[src/rtl/square_wave_period_meter.sv]
// Measures edge-to-edge spacing of an asynchronous square wave in clk cycles.
// Reports half-period, full period, equivalent divider setting and a stall timeout.
module square_wave_period_meter #(
  parameter int counter_bits = 16,
  parameter int sync_stages  = 2
) (
  input  logic                    clk,
  input  logic                    reset,
  input  logic                    enable,
  input  logic                    sq_in,
  output logic [counter_bits-1:0] half_period,
  output logic [counter_bits:0]   period,
  output logic [counter_bits-1:0] divider_est,
  output logic                    last_rising,
  output logic                    valid,
  output logic                    pair_ok,
  output logic                    timeout
);

  typedef enum logic [1:0] {
    IDLE    = 2'd0,
    ACQUIRE = 2'd1,
    MEASURE = 2'd2
  } state_t;

  localparam logic [counter_bits-1:0] CNT_MAX = {counter_bits{1'b1}};
  localparam logic [counter_bits-1:0] CNT_ONE = counter_bits'(1);

  state_t                  state_q;
  logic [sync_stages-1:0]  sync_q;
  logic                    dly_q;
  logic [counter_bits-1:0] cnt_q;
  logic [counter_bits-1:0] prev_half_q;
  logic                    have_prev_q;
  logic [counter_bits-1:0] half_period_q;
  logic [counter_bits:0]   period_q;
  logic                    last_rising_q;
  logic                    valid_q;
  logic                    pair_ok_q;
  logic                    timeout_q;

  logic                    sync_out;
  logic                    edge_det;
  logic                    cnt_at_max;
  logic [counter_bits-1:0] cnt_d;
  logic [counter_bits:0]   period_d;
  logic [counter_bits-1:0] half_m1;

  assign sync_out   = sync_q[sync_stages-1];
  assign edge_det   = sync_out ^ dly_q;
  assign cnt_at_max = (cnt_q == CNT_MAX);
  assign cnt_d      = cnt_q + CNT_ONE;
  assign period_d   = {1'b0, prev_half_q} + {1'b0, cnt_q};

  always_ff @(posedge clk) begin
    if (reset) begin
      state_q       <= IDLE;
      sync_q        <= '0;
      dly_q         <= 1'b0;
      cnt_q         <= '0;
      prev_half_q   <= '0;
      have_prev_q   <= 1'b0;
      half_period_q <= '0;
      period_q      <= '0;
      last_rising_q <= 1'b0;
      valid_q       <= 1'b0;
      pair_ok_q     <= 1'b0;
      timeout_q     <= 1'b0;
    end else begin
      sync_q  <= {sync_q[sync_stages-2:0], sq_in};
      dly_q   <= sync_out;
      valid_q <= 1'b0;
      if (!enable) begin
        // Dropping enable discards any in-flight edge and forgets the pairing.
        state_q     <= IDLE;
        cnt_q       <= '0;
        pair_ok_q   <= 1'b0;
        have_prev_q <= 1'b0;
        prev_half_q <= '0;
      end else begin
        unique case (state_q)
          IDLE: begin
            state_q   <= ACQUIRE;
            cnt_q     <= '0;
            timeout_q <= 1'b0;
          end
          ACQUIRE: begin
            if (edge_det) begin
              cnt_q   <= CNT_ONE;
              state_q <= MEASURE;
            end else if (cnt_at_max) begin
              timeout_q   <= 1'b1;
              cnt_q       <= '0;
              pair_ok_q   <= 1'b0;
              have_prev_q <= 1'b0;
              prev_half_q <= '0;
            end else begin
              cnt_q <= cnt_d;
            end
          end
          MEASURE: begin
            if (edge_det) begin
              half_period_q <= cnt_q;
              prev_half_q   <= cnt_q;
              have_prev_q   <= 1'b1;
              last_rising_q <= sync_out;
              valid_q       <= 1'b1;
              timeout_q     <= 1'b0;
              cnt_q         <= CNT_ONE;
              if (have_prev_q) begin
                period_q  <= period_d;
                pair_ok_q <= 1'b1;
              end
            end else if (cnt_at_max) begin
              timeout_q   <= 1'b1;
              cnt_q       <= '0;
              pair_ok_q   <= 1'b0;
              have_prev_q <= 1'b0;
              prev_half_q <= '0;
              state_q     <= ACQUIRE;
            end else begin
              cnt_q <= cnt_d;
            end
          end
          default: state_q <= IDLE;
        endcase
      end
    end
  end

  assign half_m1     = half_period_q - CNT_ONE;
  assign divider_est = (half_period_q == '0) ? '0 : {half_m1[counter_bits-2:0], 1'b0};

  assign half_period = half_period_q;
  assign period      = period_q;
  assign last_rising = last_rising_q;
  assign valid       = valid_q;
  assign pair_ok     = pair_ok_q;
  assign timeout     = timeout_q;

endmodule

[config.mk]
export PLATFORM = sky130hd
export DESIGN_NAME = square_wave_period_meter
export DESIGN_NICKNAME = d
export VERILOG_FILES = /design/src/rtl/square_wave_period_meter.sv
export SDC_FILE = /design/constraint.sdc
export NUM_CORES = 1
export LEC_CHECK = 0
export CAP_MARGIN = 15
export CORE_MARGIN = 8
export CORE_UTILIZATION = 60
export DETAILED_ROUTE_END_ITERATION = 10
export PLACE_DENSITY = 0.91
export SYNTH_ARGS = -nofsm -noshare
export SYNTH_HDL_FRONTEND = slang
export SYNTH_SLANG_ARGS = --single-unit
[constraint.sdc]
create_clock -name clk -period 4 [get_ports clk]
set_input_delay 0.6 -clock clk [delete_from_list [all_inputs] [get_ports clk]]
set_output_delay 0.6 -clock clk [all_outputs]
set_load 0.01 [all_outputs]
---- Word-level counts from Yosys, hierarchy flattened ----
Index checks and enable logic that the tools add are counted.
storage, ports and cells
  register bits ........................... 75
  input port bits ......................... 4
  output and inout port bits .............. 53
  logic and storage cells ................. 66
operators by class
  mux-type cells .......................... 26
  bitwise operators ....................... 3
  add/subtract/negate cells ............... 3
  reduce and logical (&&, ||, !) cells .... 14
  eq/ne operators ......................... 8
operators with widths
  kind                     count
  $mux W16                 6
  $pmux W16 S2             2
  $add A16 B16 Y17         1
  $add A16 B1 Y16 const B  1
  $eq A16 B16 Y1 const B   1
  $logic_not A16 Y1        1
  $sub A15 B1 Y15 const B  1
  $reduce_and A3 Y1        4
  $mux W1                  11
  $ne A2 B2 Y1 const B     4
  $mux W2                  3
  $pmux W2 S3              1
  $pmux W1 S2              2
  $reduce_and A4 Y1        1
  $reduce_bool A2 Y1       2
  $reduce_or A2 Y1         2
  $ne A3 B3 Y1 const B     1
  $pmux W1 S3              1
  $reduce_bool A3 Y1       1
  $reduce_or A3 Y1         1
  $eq A2 B1 Y1 const B     1
  $eq A2 B2 Y1 const B     1
  $logic_not A2 Y1         1
  $not A1 Y1               2
  2 further kinds          2

---- Logic depth before layout (Yosys ltp) ----
  depth after elaboration ................. 4
  gate-level depth with buffers ........... 10
  gate-level depth less buffers ........... 7

---- Least setup slack after synthesis ----
Ideal clock, no wire load.
  path type ............................... register -> output
  start ................................... register half_period_q[4] (netlist: half_period[4])
  end ..................................... output port divider_est[14]
  data required time ...................... 3.400 ns
  arrival ................................. 2.322 ns
  cell stages (with the launch flop) ...... 6
  path buffers ............................ 0
  setup slack ............................. 1.078 ns
  cells stage by stage .................... dfxtp_1 -> or4_4 -> or4_4 -> or3_4 -> or4_1 -> nand2_1
between the ends
  longest elaborated chain between the ends .. 2
  elaborated cells on any way between the ends .. 3
  those cells by class .................... 1 x add/sub; 1 x mux; 1 x reduce/logical
ends and longest elaborated chain
  what                                                         RTL line  text
  start: declaration                                           35        logic [counter_bits-1:0] half_period_q;
  start signal: assignment                                     103       half_period_q <= cnt_q;
  $sub A15 B1 Y15 / $logic_not A16 Y1 (equally long branches)  131, 132
  $mux W16 *                                                   132       assign divider_est = (half_period_q == '0) ? '0 : {half_m1[counter_bits-2:0], 1'b0};
  end: declaration                                             13        output logic [counter_bits-1:0] divider_est,
Mark *: on every way between the ends. The rest lies on a longest branch, timed or not.

---- Worst setup path after layout ----
Ends and elaborated chain as after synthesis.

==> out/qor.yml <==
cts-root-buf: "clkbuf_8"
cp.depth: 6
postRouteAntennaNets: 0
required_ns: 3.40
p_leak_nw: 2.05
reg2reg_setup_slack_ns: 0.88
clkLatencyLatePin_ns: 0.37
drt_iter0_drc: 397
ys_warn_count: 0
drive_above_1_share_pct: 8.51
num-fill-cells: 505
outcome: "completed"
end_kind: "primary output"
p_seq_share_pct: 50.9
worstPathCellList: "or4_4 -> or4_4 -> or3_4 -> or4_1 -> nand2_1 -> clkdlybuf4s50_1"
boundaryPins: 57
dieArea_mm2: 0.0103
syn_area_mm2: 0.00439
nets: 587
start_kind: "flip-flop"
crit_slowest_cell: "or4_4"
gp_congestion: 0.896
layout_common_cells: "75 x dfxtp_1, 55 x clkdlybuf4s50_1, 50 x nor2_1"
cts_max_level: 3
rr_endpoint: "period[10]$_SDFFE_PP0P_"
path_common_cell: "or4_4"
regArea_mm2: 0.00150
syn_avg_cell_area_um2: 8.41
drv_slew: 0
post-cts-setup-buffers: 0
synth.area.top_cells: "dfxtp_1 34%, ha_1 6.6%, nor2_1 4.3%"
wirelength_um: 12200
first_global_vias: 4115
fmax_mhz: 259
n_antenna_cell: 0
die_w_um: 102
portBuffers: 55
pre_cts_ws_ns: 0.551
clk_pin_slew_ns: 0.08
viasPerCell: 6.59
synth_edf_count: 0
cts-buffers-inserted: 9
synth_nets: 550
critPathBufInv: 1
grt_max_degree: 42
internal_power_mw: 1.13
yosysSeqAreaShare_pct: 34.2
num_rows: 31
clockBufferDepth: 2
comb_power_share_pct: 3.9
min_path_type: "reg2reg"
clkPwrFrac_pct: 45.2
setup_violations: 0
synth_area_leader_cell: "dfxtp_1"
netSwitchingPower_mw: 0.342
cap_violations: 0
hold_viol: 0
final_common_cell: "dfxtp_1"
first_pass_iters: 5
placed_cells: 646
r2r_start: "cnt_q[0]$_SDFFE_PP0N_"
holdBufCountCts: 0
p_per_area_mw_per_mm2: 283
finalNonFillerCells: 663
ys_async_sr_fraction_pct: 0
rsz0062_at_grt: "false"
die_h_um: 102
area_growth_pct: 18.5
overflow: 0
multi_input_area_mm2: 0.00271
setup_tns_ns: 0
critPathKind: "reg2out"
critical-path-top-delay-family: "simple AND/OR/NAND/NOR gates"
core-area_mm2: 0.00718
finalCritPeriodShare_pct: 96.5
synthFlopType: "dfxtp_1"
yosys.area.top_type_share_pct: 34.2
max_stage_delay_ns: 0.58
syn_inst: 522
clock-sinks: 75
p_sw_share_pct: 23.2
maxSlewHeadroom_pct: 27.3
grt_pass1_wl_um: 19600
grt_usage_pct: 23.5
reg2regPathDepth: 7
vias: 4368
dp_hpwl_um: 8420
antenna_found_initial: 0
startpoint: "half_period[4]$_SDFFE_PP0P_"
cts_tree: "built"
layout_min_cycle_time_ns: 3.86
irDropWorstVdd_mv: 0.176
wl_per_cell_um: 18.3
p_total_mw: 1.47
critPathMaxFanout: 7
start_util_pct: 61.2
critPathCapture: "divider_est[14]"
tightest_slew_ns: 1.09
ctsResizeCount: 0
clock_skew_ns: 0.00608
cp.arrival_ns: 3.26
drc: 0
synth.distinct_cells: 65
fin_ws_ns: 0.140
synth-seq-cells: 75
-- worst reg2reg max path, delay by kind of cell (launching register included) --
family / cells / cell delay [ns]
fa+ha+maj: 2 / 0.72
flops: 1 / 0.43
simple gates: 1 / 0.17
compound gates: 3 / 1.29
mux: 1 / 0.41
-- per-stage QoR --
stage | area, µm² | util, % | hold slack (ns)
floorplan | 4390 | - | 0.414
CTS | 5190 | 72.4 | 0.456
global placement | 4970 | 69.2 | 0.431
finish | 5200 | 72.5 | 0.449
detailed placement | 4970 | 69.2 | 0.438
global route | 5200 | 72.5 | 0.459
-- Yosys cell counts (all sizes together), types with 7 or more instances --
| cell | count |
|---|---|
| a21o | 13 |
| dfxtp | 75 |
| clkbuf | 32 |
| nand3 | 25 |
| ha | 23 |
| xnor2 | 13 |
| o221a | 16 |
| nor2 | 50 |
| nor3 | 20 |
| inv | 11 |
| a211oi | 9 |
| nand4 | 7 |
| o21ai | 19 |
| or3 | 7 |
| or4 | 8 |
| a21oi | 33 |
| o21a | 20 |
| nand2 | 38 |
| mux2i | 18 |
-- flip-flops by register name (all words and copies together), names as in the netlist, 2 cells and up --
name and cells:
prev_half_q 16, state_q 2, period 17, cnt_q 16
sync_q 2, half_period 16
-- logic make-up after synthesis --
family	after synthesis	synth area share [%]
compound gates	153	25.4
xor+xnor	15	2.99
fa+ha+maj	24	7.01
buf+inv	47	4.13
flops	75	34.2
mux	20	4.62
other cells	1	0.0854
simple gates	187	21.5
-- final cells by class --
class / instances / share of cell area, %
Clock buffer: 10 / 2.64
Clock inverter: 6 / 1.71
Inverter: 12 / 0.866
Multi-Input combinational cell: 400 / 52.0
Sequential cell: 75 / 28.9
Tap cell: 99 / 2.38
Timing Repair Buffer: 61 / 11.5
-- worst min-delay path by stage --
stage	startpoint	cells past startpoint	slack (ns)	to
2_1_floorplan	sync_q[0]$_SDFF_PP0_	1	0.41	sync_q[1]$_SDFF_PP0_
3_3_place_gp	sync_q[0]$_SDFF_PP0_	1	0.43	sync_q[1]$_SDFF_PP0_
3_5_place_dp	sync_q[0]$_SDFF_PP0_	1	0.44	sync_q[1]$_SDFF_PP0_
4_1_cts	period[0]$_SDFFE_PP0P_	2	0.46	period[0]$_SDFFE_PP0P_
5_1_grt	sync_q[0]$_SDFF_PP0_	1	0.46	sync_q[1]$_SDFF_PP0_
6_report	sync_q[0]$_SDFF_PP0_	1	0.45	sync_q[1]$_SDFF_PP0_
-- per-layer routing --
metal / vias up / wire (µm) / GRT usage [%]
li1: 2034 / - / -
met1: 2094 / 5040 / 28.5
met2: 203 / 6000 / 39.4
met3: 37 / 826 / 3.51
met4: 0 / 299 / 12.0
met5: - / 0 / 0
-- power by group through the flow --
stage / registers (mW) / clock network [mW] / logic [mW]
after floorplan: 0.768 / 0 / 0.0394
after global placement: 0.768 / 0 / 0.0525
after detailed placement: 0.769 / 0 / 0.0548
after CTS: 0.751 / 0.668 / 0.0559
after global routing: 0.751 / 0.698 / 0.0620
final: 0.751 / 0.666 / 0.0577
Note: power is estimated with default switching activity, not from simulation.
